--- config.mk ---
export PLATFORM = sky130hd
export DESIGN_NAME = const_terminal
export DESIGN_NICKNAME = d
export VERILOG_FILES = /design/src/rtl/const_terminal_pkg.sv /design/src/rtl/const_terminal_chan.sv /design/src/rtl/const_terminal.sv
export SDC_FILE = /design/constraint.sdc
export NUM_CORES = 1
export LEC_CHECK = 0
export ABC_AREA = 1
export CORE_AREA = 2 2 40 42
export DETAILED_ROUTE_END_ITERATION = 12
export DIE_AREA = 0 0 42 44
export GPL_TIMING_DRIVEN = 0
export HOLD_SLACK_MARGIN = 0.05
export PLACE_DENSITY = 0.72
export SLEW_MARGIN = 40
export SYNTH_ARGS = -nofsm -noshare
export SYNTH_HDL_FRONTEND = slang
export SYNTH_SLANG_ARGS = --single-unit
export TNS_END_PERCENT = 5
--- constraint.sdc ---
create_clock -name clock -period 1 [get_ports clock]
set_input_delay 0.2 -clock clock [delete_from_list [all_inputs] [get_ports clock]]
set_output_delay 0.2 -clock clock [all_outputs]
set_load 0.1 [all_outputs]
--- src/rtl/const_terminal_pkg.sv ---
// Shared types and limits for the const_terminal block: FSM state encoding,
// hold-counter width and legal parameter ranges.
package const_terminal_pkg;

    typedef enum logic [0:0] {
        HOLD   = 1'b0,
        ACTIVE = 1'b1
    } state_e;

    localparam int HOLD_CNT_W      = 8;

    localparam int WIDTH_MIN       = 1;
    localparam int WIDTH_MAX       = 32;
    localparam int CHANNELS_MIN    = 1;
    localparam int CHANNELS_MAX    = 8;
    localparam int HOLD_CYCLES_MAX = 255;

endpackage

--- src/rtl/const_terminal_chan.sv ---
// One channel register: cleared by reset, preset to INIT_VALUE on activation,
// otherwise overwritten by accepted loads.
module const_terminal_chan #(
    parameter int               WIDTH      = 1,
    parameter logic [WIDTH-1:0] INIT_VALUE = '1
) (
    input  logic             clock,
    input  logic             reset_n,
    input  logic             init_en,
    input  logic             ld_en,
    input  logic [WIDTH-1:0] d,
    output logic [WIDTH-1:0] q
);

    logic [WIDTH-1:0] q_q;
    logic [WIDTH-1:0] q_d;

    // Activation preset wins so a load racing the HOLD->ACTIVE edge cannot slip in.
    always_comb begin
        q_d = q_q;
        if (init_en) begin
            q_d = INIT_VALUE;
        end else if (ld_en) begin
            q_d = d;
        end
    end

    always_ff @(posedge clock or negedge reset_n) begin
        if (!reset_n) begin
            q_q <= '0;
        end else begin
            q_q <= q_d;
        end
    end

    assign q = q_q;

endmodule

--- src/rtl/const_terminal.sv ---
// Multi-channel constant source: outputs sit at zero for HOLD_CYCLES after reset,
// then every channel presents INIT_VALUE and can be rewritten through the load port.
module const_terminal
    import const_terminal_pkg::*;
#(
    parameter int               WIDTH       = 1,
    parameter int               CHANNELS    = 1,
    parameter logic [WIDTH-1:0] INIT_VALUE  = '1,
    parameter int               HOLD_CYCLES = 0,
    localparam int              CHAN_W      = (CHANNELS > 1) ? $clog2(CHANNELS) : 1
) (
    input  logic                      clock,
    input  logic                      reset_n,
    input  logic                      ld_valid,
    output logic                      ld_ready,
    input  logic [CHAN_W-1:0]         ld_chan,
    input  logic [WIDTH-1:0]          ld_data,
    output logic [CHANNELS*WIDTH-1:0] o,
    output logic                      o_active
);

    generate
        if (WIDTH < WIDTH_MIN || WIDTH > WIDTH_MAX ||
            CHANNELS < CHANNELS_MIN || CHANNELS > CHANNELS_MAX ||
            HOLD_CYCLES < 0 || HOLD_CYCLES > HOLD_CYCLES_MAX) begin : g_param_err
            $fatal(1, "const_terminal: parameter out of legal range");
        end
    endgenerate

    // HOLD_CYCLES of 0 and 1 both leave on the first edge after release.
    localparam logic [HOLD_CNT_W-1:0] HOLD_LAST =
        (HOLD_CYCLES == 0) ? '0 : HOLD_CNT_W'(HOLD_CYCLES - 1);

    state_e                  state_q, state_d;
    logic [HOLD_CNT_W-1:0]   cnt_q, cnt_d;
    logic                    active_q, active_d;
    logic                    init_en;
    logic                    ld_fire;

    always_comb begin
        state_d  = state_q;
        cnt_d    = cnt_q;
        active_d = active_q;
        init_en  = 1'b0;
        if (state_q == HOLD) begin
            cnt_d = cnt_q + 1'b1;
            if (cnt_q == HOLD_LAST) begin
                state_d  = ACTIVE;
                active_d = 1'b1;
                init_en  = 1'b1;
            end
        end
    end

    always_ff @(posedge clock or negedge reset_n) begin
        if (!reset_n) begin
            state_q  <= HOLD;
            cnt_q    <= '0;
            active_q <= 1'b0;
        end else begin
            state_q  <= state_d;
            cnt_q    <= cnt_d;
            active_q <= active_d;
        end
    end

    // Ready is a pure register output, so it never depends on ld_valid.
    assign ld_ready = active_q;
    assign o_active = active_q;
    assign ld_fire  = active_q & ld_valid;

    genvar gi;
    generate
        for (gi = 0; gi < CHANNELS; gi++) begin : g_chan
            logic ld_en;
            // Out-of-range channel numbers match no instance and are dropped.
            assign ld_en = ld_fire && (ld_chan == CHAN_W'(gi));

            const_terminal_chan #(
                .WIDTH      (WIDTH),
                .INIT_VALUE (INIT_VALUE)
            ) u_chan (
                .clock   (clock),
                .reset_n (reset_n),
                .init_en (init_en),
                .ld_en   (ld_en),
                .d       (ld_data),
                .q       (o[gi*WIDTH +: WIDTH])
            );
        end
    endgenerate

endmodule

## Yosys cells after proc, flatten, opt, wreduce, memory -nomap -nowiden

Index checks and enable logic that the tools add are counted.
W data, S select, Z words.

| cells by class | value |
|---|---|
| add/sub/neg operators | 1 |
| $mul | 0 |
| divide/modulo/power cells | 0 |
| order comparisons | 0 |
| equal/unequal tests | 0 |
| shift-type cells | 0 |
| muxes and demuxes | 5 |
| bitwise operators | 3 |
| reductions and logical operators | 4 |

Operators by type and width:

| cell | number |
|---|---|
| $add A8 B1 Y8 const B | 1 |
| $logic_not A8 Y1 | 1 |
| $mux W1 | 5 |
| $not A1 Y1 | 2 |
| $reduce_and A2 Y1 | 1 |
| $reduce_bool A2 Y1 | 1 |
| $and A1 B1 Y1 | 1 |
| $logic_and A1 B1 Y1 | 1 |

| word-level totals | value |
|---|---|
| flip-flop bits (word level) | 11 |
| bits in latches | 0 |
| memory bits (writable) | 0 |
| bits in read-only memories | 0 |
| input port bits | 5 |
| output and inout port bits | 3 |
| memories | 0 |

## Depth between registers and ports, before layout

| depth | value |
|---|---|
| word-level depth | 4 |
| mapped depth | 8 |
| depth with buffers taken out | 7 |

## Hierarchy

A second synthesis with hierarchy kept.

| unflattened totals | value |
|---|---|
| cells, all modules | 76 |
| area total of the unflattened synthesis | 598.1 sq um |

Modules (own cells, without submodules):

| module | times used | cells each | area each (sq um) | sequential area each (sq um) |
|---|---|---|---|---|
| const_terminal | 1 | 70 | 545.5 | 250.2 |
| const_terminal_chan | 1 | 6 | 52.6 | 25.0 |

## Least setup slack after synthesis

No wires, ideal clock.

| timing path | value |
|---|---|
| path kind | register to output |
| from | register active_q, in the netlist ld_ready |
| to | output port o_active |
| arrival | 1.356 ns |
| required time | 0.800 ns |
| setup slack | -0.556 ns |
| stages on the path, launching flop included | 2 |
| buffers on the path | 1 |
| cells stage by stage | dfrtp_1 buf_4 |

RTL lines:

| element | line | RTL |
|---|---|---|
| from (decl) | const_terminal.sv:36 | `logic active_q, active_d;` |
| from (signal assigned) | const_terminal.sv:63 | `active_q <= active_d;` |
| to (decl) | const_terminal.sv:19 | `output logic o_active` |

No word-level cell between the ends.

## Worst setup path after layout

| timing path | value |
|---|---|
| from | register active_q, in the netlist ld_ready |
| to | output port o_active |

No word-level cell between the ends.

==> run_summary.xml <==
<?xml version="1.0" encoding="UTF-8"?>
<metrics>
  <group name="cells_and_area">
    <metric name="design.final.nets" unit="">87</metric>
    <metric name="n_antenna_cell" unit="">0</metric>
    <metric name="layout-drive-gt1-share" unit="">0.354</metric>
    <metric name="layout.cells.most_common" unit="">nand2_1</metric>
    <metric name="multiInputGateArea" unit="um^2">287</metric>
    <metric name="final_cell_mix" unit="">19 x nand2_1, 8 x inv_1, 5 x dfrtp_1, 5 x dfrtp_2</metric>
    <metric name="n_fill_cell" unit="">128</metric>
    <metric name="area_growth" unit="%">34.9</metric>
    <metric name="final-seq-area" unit="um^2">285</metric>
    <metric name="stdcell_count" unit="">95</metric>
  </group>
  <group name="routing">
    <metric name="wl" unit="mm">1.01</metric>
    <metric name="drtAntennaViolNets" unit="">0</metric>
    <metric name="detailedRoute.firstIterationViolations" unit="">3</metric>
    <metric name="viasPerCell" unit="">4.62</metric>
    <metric name="routedWlPerCell" unit="um">10.6</metric>
    <metric name="vias" unit="">439</metric>
    <metric name="firstDrtPassIters" unit="">4</metric>
    <metric name="drc_errors" unit="">0</metric>
  </group>
  <group name="clocking">
    <metric name="clock_sink_count" unit="">11</metric>
    <metric name="cts_hold_repair.buffers" unit="">0</metric>
    <metric name="tritoncts_clock_tree" unit="">yes</metric>
    <metric name="cts-buffers-inserted" unit="">3</metric>
    <metric name="cts_max_path_buffers" unit="">2</metric>
    <metric name="clock_latency" unit="ns">0.27</metric>
    <metric name="htree_levels" unit="">1</metric>
    <metric name="clk_transition_reported_paths" unit="ns">0.07</metric>
    <metric name="clk_root_buffer_cell" unit="">clkbuf_4</metric>
  </group>
  <group name="worst_hold_path">
    <metric name="hold_path_class" unit="">in -&gt; async</metric>
  </group>
  <group name="placed_design">
    <metric name="post-dp-hpwl" unit="um">749</metric>
    <metric name="place_congestion" unit="">0.744</metric>
    <metric name="placedCellCount" unit="">90</metric>
    <metric name="pre_cts_slack" unit="ns">-0.142</metric>
    <metric name="buffer_ports.inserted" unit="">7</metric>
  </group>
  <group name="worst_setup_path">
    <metric name="timing.critical_path.from_type" unit="">flop</metric>
    <metric name="worst_ep_required_time" unit="ns">0.80</metric>
    <metric name="path_common_cell" unit="">buf_12</metric>
    <metric name="cp_slowest_cell" unit="">dfrtp_4</metric>
    <metric name="crit_path_cell_trace" unit="">buf_12, buf_12</metric>
    <metric name="reg2regPathDepth" unit="">6</metric>
    <metric name="cp-end-kind" unit="">primary output</metric>
    <metric name="crit_path_max_incr_delay" unit="ns">0.51</metric>
    <metric name="maximum_fanout_along_the_worst_path" unit="">4</metric>
    <metric name="crit_reg_reg_startpoint" unit="">cnt_q[0]</metric>
    <metric name="critPathKind" unit="">reg -&gt; out</metric>
    <metric name="r2r_slack" unit="ns">-0.12</metric>
    <metric name="r2r-end" unit="">cnt_q[6]</metric>
    <metric name="worst-endpoint-arrival" unit="ns">1.06</metric>
  </group>
  <group name="die">
    <metric name="floorplan.die_area" unit="um^2">1850</metric>
    <metric name="pin_count" unit="">8</metric>
    <metric name="die_w" unit="um">42</metric>
    <metric name="die_h" unit="um">44</metric>
    <metric name="floorplan.core_area" unit="um^2">1420</metric>
    <metric name="floorplan.initialDensity" unit="">0.412</metric>
    <metric name="row_count" unit="">14</metric>
  </group>
  <group name="yosys">
    <metric name="dominant_combinational_cell_family_by_area_after_synthesis" unit="">simple AND/OR/NAND/NOR gates</metric>
    <metric name="post_synth_inst_count" unit="">67</metric>
    <metric name="yosys.cell_types.count" unit="">23</metric>
    <metric name="synth.yosys.seq_area_share" unit="">0.471</metric>
    <metric name="post_synth_mux_area_share" unit="">0</metric>
    <metric name="synth_simple_gate_area_share" unit="">0.315</metric>
    <metric name="yosys.area.top_type_share" unit="">0.471</metric>
    <metric name="synth_fa_ha_area_frac" unit="">0.0428</metric>
    <metric name="synth_xor_area_frac" unit="">0.0450</metric>
    <metric name="synth-compound-area-share" unit="">0.0300</metric>
    <metric name="post_synth.cell_area_avg" unit="um^2">8.72</metric>
    <metric name="synth.largest_area_cell" unit="">dfrtp_1</metric>
    <metric name="netlist_area" unit="um^2">584</metric>
    <metric name="postSynthNetCount" unit="">74</metric>
    <metric name="ys_seq_elements" unit="">11</metric>
    <metric name="main_area_contributors_after_synthesis" unit="">dfrtp_1 47%, nand2_1 12%, inv_1 5.1%</metric>
    <metric name="synthesis.yosys.warnings" unit="">0</metric>
  </group>
  <group name="global_routing">
    <metric name="via_count_of_the_first_global_routing_pass" unit="">405</metric>
    <metric name="antenna_found_initial" unit="">0</metric>
    <metric name="grt_first_pass_wirelength" unit="mm">1.66</metric>
    <metric name="groute.usage.overall" unit="">0.125</metric>
    <metric name="grt_max_degree" unit="">12</metric>
    <metric name="grt-ovfl-total" unit="">0</metric>
  </group>
  <group name="power">
    <metric name="irDropWorstVdd" unit="mV">0.627</metric>
    <metric name="power.density" unit="nW/um^2">1080</metric>
    <metric name="leakage_power" unit="nW">0.358</metric>
  </group>
  <group name="timing">
    <metric name="finalMaxSlewViolations" unit="">0</metric>
    <metric name="setup_slack" unit="ns">-0.260</metric>
    <metric name="period_needed" unit="ns">1.26</metric>
    <metric name="timing.max_slew.rel_slack" unit="">0.681</metric>
    <metric name="timing.final.crit_share" unit="">1.26</metric>
    <metric name="finalSetupTns" unit="ns">-1.02</metric>
    <metric name="final.setup_skew" unit="ns">0.000491</metric>
    <metric name="hold_viol" unit="">0</metric>
    <metric name="worst_pin_slew" unit="ns">0.477</metric>
    <metric name="report.final.setup_viol" unit="">10</metric>
    <metric name="fmax" unit="GHz">0.793</metric>
    <metric name="setup_repair_after_global_routing_missed_its_margin" unit="">yes</metric>
  </group>
  <group name="outcome">
    <metric name="violations" unit="">negative setup slack</metric>
    <metric name="status" unit="">finished with violations</metric>
  </group>
  <group name="flow_run">
    <metric name="drv_cap" unit="">0</metric>
  </group>
</metrics>
worst max-delay path, delay by kind of cell, from the launching register on:
kind,cells,cell delay (ns)
buffers and inverters,2,0.28
flip-flops,1,0.51
how the worst max path moves through the flow:
stage	from	to	slack, ns	cells after the start
2_1_floorplan	ld_ready	g_chan[0].u_chan.q	-0.05	4
3_3_place_gp	ld_ready	o_active	-0.83	2
3_5_place_dp	cnt_q[0]	cnt_q[6]	-0.14	6
4_1_cts	ld_ready	o_active	-0.27	2
5_1_grt	ld_ready	o_active	-0.29	2
6_report	ld_ready	o_active	-0.26	2
through the flow:
stage	utilization	hold WS, ns	total power [W]	instance area [um^2]
after global placement	0.496	0.525	0.000544	704
after CTS	0.543	0.273	0.000872	771
after floorplan	-	-0.0956	0.000510	614
after detailed placement	0.486	0.532	0.000542	689
after global routing	0.556	0.299	0.000889	788
final	0.556	0.255	0.000851	788
state kept, by name, summed over array words and instances, names as in the netlist:
name / count
state_q: 1
cnt_q: 8
g_chan.u_chan.q: 1
ld_ready: 1
what timing repair did:
action / in CTS / in global routing
gates resized for setup: 14 / 4
setup buffers: 0 / 1
setup endpoints to repair: 12 / 13
pin swaps: 2 / 5
Yosys cell counts (all sizes together):
master	count
nand3b	1
nor3	1
o21ai	2
a21o	1
ha	2
inv	11
nand4	2
nand3	5
nor2	4
buf	2
nor3b	2
xor2	2
nand2	20
xnor2	1
dfrtp	11
cells by family after synthesis:
logic type      count (synthesis)
simple gates                   35
xor+xnor                        3
flops                          11
compound gates                  3
fa+ha+maj                       2
buf+inv                        13
routing by layer:
metal	wire, um	up-vias	global-route usage
met3	45	5	0.0250
li1	-	231	-
met5	0	-	0
met1	445	193	0.144
met4	43	0	0.116
met2	470	10	0.197
final cells by class:
cell class / count / share of cell area
buffer: 2 / 0.0397
clock buffer: 4 / 0.0333
multi-input combinational: 43 / 0.363
inverter: 11 / 0.0556
timing repair buffer: 8 / 0.121
tap: 16 / 0.0254
sequential: 11 / 0.362
power breakdown:
part | leakage, nW | internal, W | switching (W) | total (W)
logic | 0.214 | 0.0000380 | 0.0000555 | 0.0000935
clock network | 0.0150 | 0.000155 | 0.000146 | 0.000301
registers | 0.129 | 0.000451 | 0.00000612 | 0.000457
No activity file was read; power rests on OpenSTA's default activity.
